## src/rtl/max7219_chain_driver_if.sv

```systemverilog
// Host-side bus of the MAX7219 chain driver: framebuffer writes, display
// control inputs, the 3-wire SPI link and the status flags.
interface max7219_chain_driver_if;
   logic       wr_en;
   logic [2:0] wr_dev;
   logic [2:0] wr_row;
   logic [7:0] wr_data;
   logic [3:0] intensity;
   logic       display_on;
   logic       DIN;
   logic       CS;
   logic       SCLK;
   logic       init_done;
   logic       frame_done;

   modport master (
      output wr_en, wr_dev, wr_row, wr_data, intensity, display_on,
      input  DIN, CS, SCLK, init_done, frame_done
   );

   modport slave (
      input  wr_en, wr_dev, wr_row, wr_data, intensity, display_on,
      output DIN, CS, SCLK, init_done, frame_done
   );
endinterface

```

## src/rtl/max7219_chain_driver.sv

```systemverilog
// Refreshes a daisy-chain of N_DEV MAX7219 8x8 matrices from an internal row
// framebuffer, with pending intensity/shutdown updates slotted between rows.
module max7219_chain_driver #(
   parameter int N_DEV   = 4,
   parameter int CLK_DIV = 2
) (
   input logic                   clk,
   input logic                   rst_n,
   max7219_chain_driver_if.slave bus
);

   localparam logic [2:0] S_RESET    = 3'd0;
   localparam logic [2:0] S_LOAD     = 3'd1;
   localparam logic [2:0] S_SHIFT_LO = 3'd2;
   localparam logic [2:0] S_SHIFT_HI = 3'd3;
   localparam logic [2:0] S_LATCH    = 3'd4;

   localparam logic [1:0] K_INIT = 2'd0;
   localparam logic [1:0] K_CTRL = 2'd1;
   localparam logic [1:0] K_ROW  = 2'd2;

   localparam int         BITS     = 16 * N_DEV;
   localparam int         FB_W     = 64 * N_DEV;
   localparam logic [7:0] DIV_LAST = 8'(CLK_DIV - 1);
   localparam logic [7:0] BIT_LAST = 8'(BITS - 1);

   function automatic logic [BITS-1:0] bcast(input logic [15:0] w);
      return {N_DEV{w}};
   endfunction

   logic [2:0]      state_q, state_d;
   logic [7:0]      div_cnt_q, div_cnt_d;
   logic [7:0]      bit_cnt_q, bit_cnt_d;
   logic [BITS-1:0] sr_q, sr_d;
   logic            din_q, din_d;
   logic            cs_q, cs_d;
   logic            sclk_q, sclk_d;
   logic [1:0]      kind_q, kind_d;
   logic            init_done_q, init_done_d;
   logic [2:0]      init_step_q, init_step_d;
   logic [2:0]      row_q, row_d;
   logic            frame_done_q, frame_done_d;
   logic            shadow_on_q, shadow_on_d;
   logic [3:0]      shadow_int_q, shadow_int_d;
   logic [FB_W-1:0] fb_q, fb_d;

   logic            adv_done;
   logic [2:0]      adv_step;
   logic [2:0]      adv_row;
   logic            adv_frame;
   logic [1:0]      nxt_kind;
   logic [BITS-1:0] nxt_vec;
   logic            nxt_set_on;
   logic            nxt_set_int;
   logic [7:0]      row_byte;
   logic            div_end;
   logic            do_load;

   // Unrolled byte compare; devices at or beyond N_DEV simply never match.
   always_comb begin
      fb_d = fb_q;
      for (int d = 0; d < N_DEV; d++) begin
         for (int r = 0; r < 8; r++) begin
            if (bus.wr_en && bus.wr_dev == 3'(d) && bus.wr_row == 3'(r))
               fb_d[(d*8 + r)*8 +: 8] = bus.wr_data;
         end
      end
   end

   // Sequencer position as it will stand once the current LATCH completes.
   always_comb begin
      adv_done  = init_done_q;
      adv_step  = init_step_q;
      adv_row   = row_q;
      adv_frame = 1'b0;
      if (state_q == S_LATCH) begin
         if (kind_q == K_INIT) begin
            if (init_step_q == 3'd4)
               adv_done = 1'b1;
            else
               adv_step = init_step_q + 3'd1;
         end else if (kind_q == K_ROW) begin
            adv_row   = row_q + 3'd1;
            adv_frame = (row_q == 3'd7);
         end
      end
   end

   always_comb begin
      nxt_kind    = K_ROW;
      nxt_vec     = '0;
      nxt_set_on  = 1'b0;
      nxt_set_int = 1'b0;
      row_byte    = '0;
      if (!adv_done) begin
         nxt_kind = K_INIT;
         case (adv_step)
            3'd0: begin
               nxt_vec    = bcast({8'h0C, 7'd0, bus.display_on});
               nxt_set_on = 1'b1;
            end
            3'd1: nxt_vec = bcast(16'h0900);
            3'd2: nxt_vec = bcast(16'h0B07);
            3'd3: begin
               nxt_vec     = bcast({8'h0A, 4'd0, bus.intensity});
               nxt_set_int = 1'b1;
            end
            default: nxt_vec = bcast(16'h0F00);
         endcase
      end else if (bus.display_on != shadow_on_q) begin
         nxt_kind   = K_CTRL;
         nxt_vec    = bcast({8'h0C, 7'd0, bus.display_on});
         nxt_set_on = 1'b1;
      end else if (bus.intensity != shadow_int_q) begin
         nxt_kind    = K_CTRL;
         nxt_vec     = bcast({8'h0A, 4'd0, bus.intensity});
         nxt_set_int = 1'b1;
      end else begin
         // Device N_DEV-1 occupies the MSBs so it is shifted out first.
         for (int d = 0; d < N_DEV; d++) begin
            row_byte = '0;
            for (int r = 0; r < 8; r++) begin
               if (adv_row == 3'(r))
                  row_byte = fb_q[(d*8 + r)*8 +: 8];
            end
            nxt_vec[d*16 +: 16] = {4'd0, {1'b0, adv_row} + 4'd1, row_byte};
         end
      end
   end

   always_comb begin
      state_d      = state_q;
      div_cnt_d    = div_cnt_q;
      bit_cnt_d    = bit_cnt_q;
      sr_d         = sr_q;
      din_d        = din_q;
      cs_d         = cs_q;
      sclk_d       = sclk_q;
      kind_d       = kind_q;
      init_done_d  = init_done_q;
      init_step_d  = init_step_q;
      row_d        = row_q;
      frame_done_d = 1'b0;
      shadow_on_d  = shadow_on_q;
      shadow_int_d = shadow_int_q;
      div_end      = (div_cnt_q == DIV_LAST);
      do_load      = (state_q == S_RESET) || (state_q == S_LATCH && div_end);

      if (do_load) begin
         // The LOAD cycle doubles as the first cycle of the first low phase.
         state_d      = S_LOAD;
         cs_d         = 1'b0;
         sclk_d       = 1'b0;
         div_cnt_d    = '0;
         bit_cnt_d    = '0;
         sr_d         = nxt_vec;
         din_d        = nxt_vec[BITS-1];
         kind_d       = nxt_kind;
         init_done_d  = adv_done;
         init_step_d  = adv_step;
         row_d        = adv_row;
         frame_done_d = adv_frame;
         if (nxt_set_on)
            shadow_on_d = bus.display_on;
         if (nxt_set_int)
            shadow_int_d = bus.intensity;
      end else begin
         case (state_q)
            S_LOAD, S_SHIFT_LO: begin
               if (div_end) begin
                  state_d   = S_SHIFT_HI;
                  sclk_d    = 1'b1;
                  div_cnt_d = '0;
               end else begin
                  state_d   = S_SHIFT_LO;
                  div_cnt_d = div_cnt_q + 8'd1;
               end
            end
            S_SHIFT_HI: begin
               if (div_end) begin
                  sclk_d    = 1'b0;
                  div_cnt_d = '0;
                  if (bit_cnt_q == BIT_LAST) begin
                     state_d = S_LATCH;
                     cs_d    = 1'b1;
                  end else begin
                     state_d   = S_SHIFT_LO;
                     bit_cnt_d = bit_cnt_q + 8'd1;
                     sr_d      = {sr_q[BITS-2:0], 1'b0};
                     din_d     = sr_q[BITS-2];
                  end
               end else begin
                  div_cnt_d = div_cnt_q + 8'd1;
               end
            end
            S_LATCH: div_cnt_d = div_cnt_q + 8'd1;
            default: state_d = S_RESET;
         endcase
      end
   end

   always_ff @(posedge clk or negedge rst_n) begin
      if (!rst_n) begin
         state_q      <= S_RESET;
         div_cnt_q    <= '0;
         bit_cnt_q    <= '0;
         sr_q         <= '0;
         din_q        <= 1'b0;
         cs_q         <= 1'b1;
         sclk_q       <= 1'b0;
         kind_q       <= K_INIT;
         init_done_q  <= 1'b0;
         init_step_q  <= '0;
         row_q        <= '0;
         frame_done_q <= 1'b0;
         shadow_on_q  <= 1'b0;
         shadow_int_q <= '0;
         fb_q         <= '0;
      end else begin
         state_q      <= state_d;
         div_cnt_q    <= div_cnt_d;
         bit_cnt_q    <= bit_cnt_d;
         sr_q         <= sr_d;
         din_q        <= din_d;
         cs_q         <= cs_d;
         sclk_q       <= sclk_d;
         kind_q       <= kind_d;
         init_done_q  <= init_done_d;
         init_step_q  <= init_step_d;
         row_q        <= row_d;
         frame_done_q <= frame_done_d;
         shadow_on_q  <= shadow_on_d;
         shadow_int_q <= shadow_int_d;
         fb_q         <= fb_d;
      end
   end

   assign bus.DIN        = din_q;
   assign bus.CS         = cs_q;
   assign bus.SCLK       = sclk_q;
   assign bus.init_done  = init_done_q;
   assign bus.frame_done = frame_done_q;

endmodule

```

## src/flat_wrapper.sv

```systemverilog
// flat-port wrapper written by rule: the top's interface ports become plain ports
module max7219_chain_driver_flat 
#(
   parameter int N_DEV   = 4,
   parameter int CLK_DIV = 2
)
  (clk, rst_n, bus_wr_en, bus_wr_dev, bus_wr_row, bus_wr_data, bus_intensity, bus_display_on, bus_DIN, bus_CS, bus_SCLK, bus_init_done, bus_frame_done);
  max7219_chain_driver_if bus_i ();
  input logic clk;
  input logic rst_n;
  input wire logic [$bits(bus_i.wr_en)-1:0] bus_wr_en;
  input wire logic [$bits(bus_i.wr_dev)-1:0] bus_wr_dev;
  input wire logic [$bits(bus_i.wr_row)-1:0] bus_wr_row;
  input wire logic [$bits(bus_i.wr_data)-1:0] bus_wr_data;
  input wire logic [$bits(bus_i.intensity)-1:0] bus_intensity;
  input wire logic [$bits(bus_i.display_on)-1:0] bus_display_on;
  output wire logic [$bits(bus_i.DIN)-1:0] bus_DIN;
  output wire logic [$bits(bus_i.CS)-1:0] bus_CS;
  output wire logic [$bits(bus_i.SCLK)-1:0] bus_SCLK;
  output wire logic [$bits(bus_i.init_done)-1:0] bus_init_done;
  output wire logic [$bits(bus_i.frame_done)-1:0] bus_frame_done;
  assign bus_i.wr_en = bus_wr_en;
  assign bus_i.wr_dev = bus_wr_dev;
  assign bus_i.wr_row = bus_wr_row;
  assign bus_i.wr_data = bus_wr_data;
  assign bus_i.intensity = bus_intensity;
  assign bus_i.display_on = bus_display_on;
  assign bus_DIN = bus_i.DIN;
  assign bus_CS = bus_i.CS;
  assign bus_SCLK = bus_i.SCLK;
  assign bus_init_done = bus_i.init_done;
  assign bus_frame_done = bus_i.frame_done;
  max7219_chain_driver #(.N_DEV(N_DEV), .CLK_DIV(CLK_DIV)) u_core (.clk(clk), .rst_n(rst_n), .bus(bus_i));
endmodule
```

## config.mk

```make
export PLATFORM = sky130hd
export DESIGN_NAME = max7219_chain_driver_flat
export DESIGN_NICKNAME = d
export VERILOG_FILES = /design/src/rtl/max7219_chain_driver_if.sv /design/src/rtl/max7219_chain_driver.sv /design/src/flat_wrapper.sv
export SDC_FILE = /design/constraint.sdc
export NUM_CORES = 1
export LEC_CHECK = 0
export BUFFER_PORTS_ARGS = -buffer_cell sky130_fd_sc_hd__buf_2
export CAP_MARGIN = 20
export CORE_ASPECT_RATIO = 1.5
export CORE_MARGIN = 2
export CORE_UTILIZATION = 55
export DETAILED_ROUTE_END_ITERATION = 12
export HOLD_SLACK_MARGIN = 0.08
export PLACE_DENSITY_LB_ADDON = 0.08
export SLEW_MARGIN = 25
export SYNTH_ARGS = -nofsm -noshare
export SYNTH_HDL_FRONTEND = slang
export SYNTH_SLANG_ARGS = --single-unit
export TNS_END_PERCENT = 20
```

## constraint.sdc

```tcl
create_clock -name clk -period 3.8 [get_ports clk]
set_input_delay 0 -clock clk [delete_from_list [all_inputs] [get_ports clk]]
set_output_delay 0 -clock clk [all_outputs]
set_load 0.01 [all_outputs]
```

# Word-level counts from Yosys, hierarchy flattened

Cells that the tools add are included.

Word-level logic and storage cells: 230
Bits of input ports: 22
Memory bits (writable): 0
Memories: 0
Latch bits: 0
Bits in read-only memories: 0
Bits in registers: 356

Multipliers: 0
Add/subtract/negate cells: 5
Bitwise logic cells: 0
Mux-type cells: 87
Reductions and logical operators: 57
Div/mod/pow operators: 0
Shift operators: 0
Magnitude comparators: 0
Equal/unequal tests: 35

Operators by type and width:

| cell                | number |
|---|---|
| $mux 8              | 38 |
| $mux 63             | 4 |
| $pmux 59 s4         | 1 |
| $mux 64             | 2 |
| $mux 60             | 1 |
| $logic_and 1x1->1   | 37 |
| $eq 3x3->1 const B  | 11 |
| $eq 3x2->1 const B  | 10 |
| $mux 3              | 9 |
| $mux 1              | 26 |
| $add 8x1->8 const B | 2 |
| $pmux 8 s2          | 1 |
| $eq 3x1->1 const B  | 5 |
| $logic_not 3->1     | 5 |
| $pmux 3 s3          | 1 |
| $reduce_and 3->1    | 3 |
| $eq 8x1->1 const B  | 1 |
| $eq 8x6->1 const B  | 1 |
| $add 3x1->3 const B | 2 |
| $mux 2              | 3 |
| $ne 3x1->1 const B  | 2 |
| $reduce_and 2->1    | 3 |
| $reduce_bool 2->1   | 3 |
| $reduce_bool 3->1   | 2 |
| other kinds (10)    | 11 |

# Logic depth before layout (Yosys ltp)

Word-level depth: 17
Mapped depth: 14
Mapped depth without buffers: 11

# Least setup slack after synthesis

Ideal clock, no wire load.

Path kind: register -> register
Start: register u_core.state_q[1]
End: register u_core.sr_q[38]
Path slack: 0.475 ns
Buffers on the path: 3
Arrival time: 3.221 ns
Stages on the path, launching flop included: 14
Path through: dfrtp_1 > buf_6 > nor4b_4 > nand2_1 > mux2i_1 > inv_1 > ha_1 > ha_1 > clkbuf_1 > nor3_2 > buf_2 > o211ai_1 > a31o_2 > a221oi_1

Longest elaborated chain between the ends: 15

Ends and longest elaborated chain:

| item                   | RTL line                    | source |
|---|---|---|
| from (decl)            | max7219_chain_driver.sv:31  | `logic [2:0] state_q, state_d;` |
| from (signal assigned) | max7219_chain_driver.sv:220 | `state_q <= state_d;` |
| $eq 3x3->1 *           | max7219_chain_driver.sv:76  | `if (state_q == S_LATCH) begin` |
| $mux 3 *               | max7219_chain_driver.sv:76  |  |
| net u_core.adv_row[1]  | max7219_chain_driver.sv:49  | `logic [2:0] adv_row;` |
| $logic_not 3->1        | max7219_chain_driver.sv:123 | `if (adv_row == 3'(r))` |
| $mux 8 (7 in series)   | max7219_chain_driver.sv:123 |  |
| $mux 8 *               | max7219_chain_driver.sv:123 |  |
| $mux 60 *              | max7219_chain_driver.sv:114 | `end else if (bus.intensity != shadow_int_q) begin` |
| $mux 64 *              | max7219_chain_driver.sv:110 | `end else if (bus.display_on != shadow_on_q) begin` |
| $mux 64 *              | max7219_chain_driver.sv:95  | `if (!adv_done) begin` |
| $mux 63 *              | max7219_chain_driver.sv:149 | `if (do_load) begin` |
| to (signal assigned)   | max7219_chain_driver.sv:223 | `sr_q <= sr_d;` |
| to (decl)              | max7219_chain_driver.sv:34  | `logic [BITS-1:0] sr_q, sr_d;` |

The timed path passes the listed nets; every way through them passes the cells marked *.
A chain may end at the register's enable or synchronous reset.

# Final worst setup path

Start: register u_core.state_q[1]
End: register u_core.sr_q[2]

Same word-level chain as after synthesis.

==> reports/metrics.csv <==
metric,value,unit
slew_headroom,29.1,%
drv_slew,0,
worstMarginPinSlew,1.06,ns
peakVddDrop,398,uV
finalNetCount,1564,
synthCells,1519,
hp-class,in -> async,
path_clk_slew,0.06,ns
synth-async-reset-ratio,100,%
synth_cell_types,64,
p_leak,8.62,nW
crit_fanout,11,
finalInstanceArea,0.0189,mm2
period_minus_slack,3.62,ns
rr_startpoint,u_core.state_q[1]$_DFFE_PN0P_,
r2r_slack,0.18,ns
finalCritPeriodShare,95.2,%
critPathLaunchType,flip-flop,
drive_above_1_share,28.3,%
die_h,220,um
synth.avg_cell_area,11.2,um2
ys_seq_area_share,52.2,%
grt_pass1_wl,71.5,mm
antenna_found_initial,0,
end_kind,flip-flop,
n_fill_cell,2513,
netlist_area,0.0171,mm2
synth_edf_count,0,
power.total,0.00848,W
setup_ws,0.183,ns
cts_max_level,2,
port_buffers,26,
pre_cts_ws,0.237,ns
powerDensity,448,mW/mm2
first_iter_violations,877,
row_count,79,
syn_to_final_growth,10.8,%
die_area,0.0325,mm2
grt_pass1_vias,12500,
firstDrtPassIters,5,
cts_tree,done,
syn_nets,1554,
setup_viol,0,
core,0.0307,mm2
antenna_cells,0,
rsz0062_at_grt,true,
ys_seq_elements,356,
cts_buffer_depth,3,
rr_endpoint,u_core.sr_q[2]$_DFFE_PN0P_,
place.gp.congestion,0.899,
dp_hpwl,29.8,mm
vias,12200,
drcViolationCount,0,
die_x,148,um
wl_per_cell,22.9,um
clk_latency,0.53,ns
cts_num_sinks,356,
initial_core_util,55.5,%
multi_input_area,0.00770,mm2
ios,27,
hold_viol_final,0,
grt_start_max_net_pins,110,
ys.flop_type,dfrtp_1,
worstSetupPathType,reg -> reg,
fmax,276,MHz
vias_per_cell,6.22,
arrival,4.01,ns
finalClockSkew,0.00646,ns
drt-total-wl,44.7,mm
dpl_cell_area,0.0177,mm2
ctsRootBufferMaster,clkbuf_16,
ys_warn_count,0,
grt_use_total,28.4,%
timing.hold.ws,0.114,ns
worstPathRequired,4.19,ns
max_cap_violations,0,
grt_overflow,0,
outcome,"finished, final reports clean",
final_util,61.5,%
postRouteAntennaNets,0,
ff2ff_path_depth,11,
worstSetupStartpoint,u_core.state_q[1]$_DFFE_PN0P_,
final-seq-area,0.00891,mm2
cts_buffers,36,
==> worst max-delay path: stages (launching register included) <==
cell       delay (ns)
dfrtp_1          0.41
nor4b_4          0.35
nand2_1          0.18
xor2_1           0.35
inv_1            0.17
ha_1             0.26
ha_1             0.19
nor2_1           0.25
o211ai_1         0.41
a2111oi_1        0.66
buf_4            0.20
o32ai_1          0.07
==> logic make-up (layout without fill, tap and decap cells) <==
group,Yosys count,count (layout),share of synthesized area (%)
AND/OR/NAND/NOR,366,366,10.0
AO/OA/AOI/OAI,355,355,14.3
flip-flops,356,356,52.2
multiplexers,282,282,18.5
adder cells (fa/ha/maj),13,13,0.954
buffers and inverters,126,156,2.87
XOR/XNOR,21,21,1.08
==> state kept, by name, indices dropped and copies added, names as in the netlist <==
register / count
u_core.fb_q: 256
u_core.sr_q: 63
u_core.bit_cnt_q: 8
u_core.div_cnt_q: 8
u_core.shadow_int_q: 4
u_core.init_step_q: 3
u_core.row_q: 3
u_core.state_q: 3
u_core.kind_q: 2
u_core.bus.CS: 1
u_core.bus.DIN: 1
u_core.bus.SCLK: 1
u_core.bus.frame_done: 1
u_core.bus.init_done: 1
u_core.shadow_on_q: 1
==> where the power goes <==
part	switching (W)	internal, W	leakage, nW
registers	0.000182	0.00415	4.75
logic	0.000330	0.000368	3.32
clock network	0.00145	0.00200	0.552
total	0.00196	0.00652	8.62
==> per-layer routing <==
layer / vias to the layer above / wire, um / track usage, %
met5: - / 0 / 0
met1: 6198 / 18800 / 36.3
met2: 300 / 22600 / 49.6
li1: 5575 / - / -
met4: 0 / 1750 / 10.9
met3: 89 / 1530 / 3.15
==> worst max path at each step <==
| stage | to | slack [ns] | depth (start not counted) |
|---|---|---|---|
| 5_1_grt | u_core.sr_q[50]$_DFFE_PN0P_ | -0.07 | 11 |
| 6_report | u_core.sr_q[2]$_DFFE_PN0P_ | 0.18 | 11 |
| 4_1_cts | u_core.sr_q[2]$_DFFE_PN0P_ | 0.24 | 11 |
| 3_3_place_gp | u_core.sr_q[55]$_DFFE_PN0P_ | 0.45 | 10 |
| 3_5_place_dp | u_core.sr_q[2]$_DFFE_PN0P_ | 0.24 | 11 |
| 2_1_floorplan | u_core.sr_q[38]$_DFFE_PN0P_ | 0.47 | 13 |
==> synthesized netlist by cell type (15+ instances only) <==
library cell  number  area share [%]
nor3_1            27            0.79
nor2_1            74             1.6
a2111oi_0         16            0.82
inv_1             16            0.35
a21oi_1           75             2.2
nand2b_1          16            0.59
a22o_1            15            0.77
nand3_1           16            0.47
o211ai_1          50             2.2
o21ai_0           72             2.1
dfrtp_1          355              52
a31o_2            17            0.87
mux2_2           268              18
clkbuf_1          94             2.1
nand2_1          153             3.4
and3_1            30             1.1
a221oi_1          15            0.77
==> cells in the final DEF (no fill, tap or decap), types with 9 or more instances in the layout <==
cell and n:
a2111oi_0 13, a211oi_1 13, a21o_1 12, a21oi_1 73
a221oi_1 15, a22o_1 15, a31o_2 17, a31oi_1 10
and3_1 29, buf_2 25, buf_4 45, clkbuf_16 37
dfrtp_1 355, ha_1 11, inv_1 16, mux2_2 268
mux2i_1 14, nand2_1 153, nand2b_1 16, nand3_1 15
nand4_1 12, nor2_1 72, nor2b_1 9, nor3_1 27
o211ai_1 50, o21ai_0 71, o22ai_1 9, o32ai_1 9
xnor2_1 11, xor2_1 10
==> area by class of cell <==
cell class                      count  area share, %
Sequential cell                   356           47.1
Clock buffer                       52           5.62
Multi-Input combinational cell   1037           40.7
Clock inverter                      6          0.324
Tap cell                          405           2.68
Timing Repair Buffer               80           3.16
Inverter                           18          0.357
==> per-stage QoR <==
step | setup TNS (ns) | std cells
after global placement | 0 | 1890
final | 0 | 1954
after global routing | -0.271 | 1954
after CTS | 0 | 1954
after floorplan | 0 | 1519
after detailed placement | 0 | 1890
==> what timing repair did <==
action                                  CTS  global route
endpoints found under the setup margin    0             6
endpoints found under the hold margin   117             0
setup buffers                             0             0
hold buffers                              6             0
gates resized for setup                   0             3
Power figures use the tool's default switching activity.
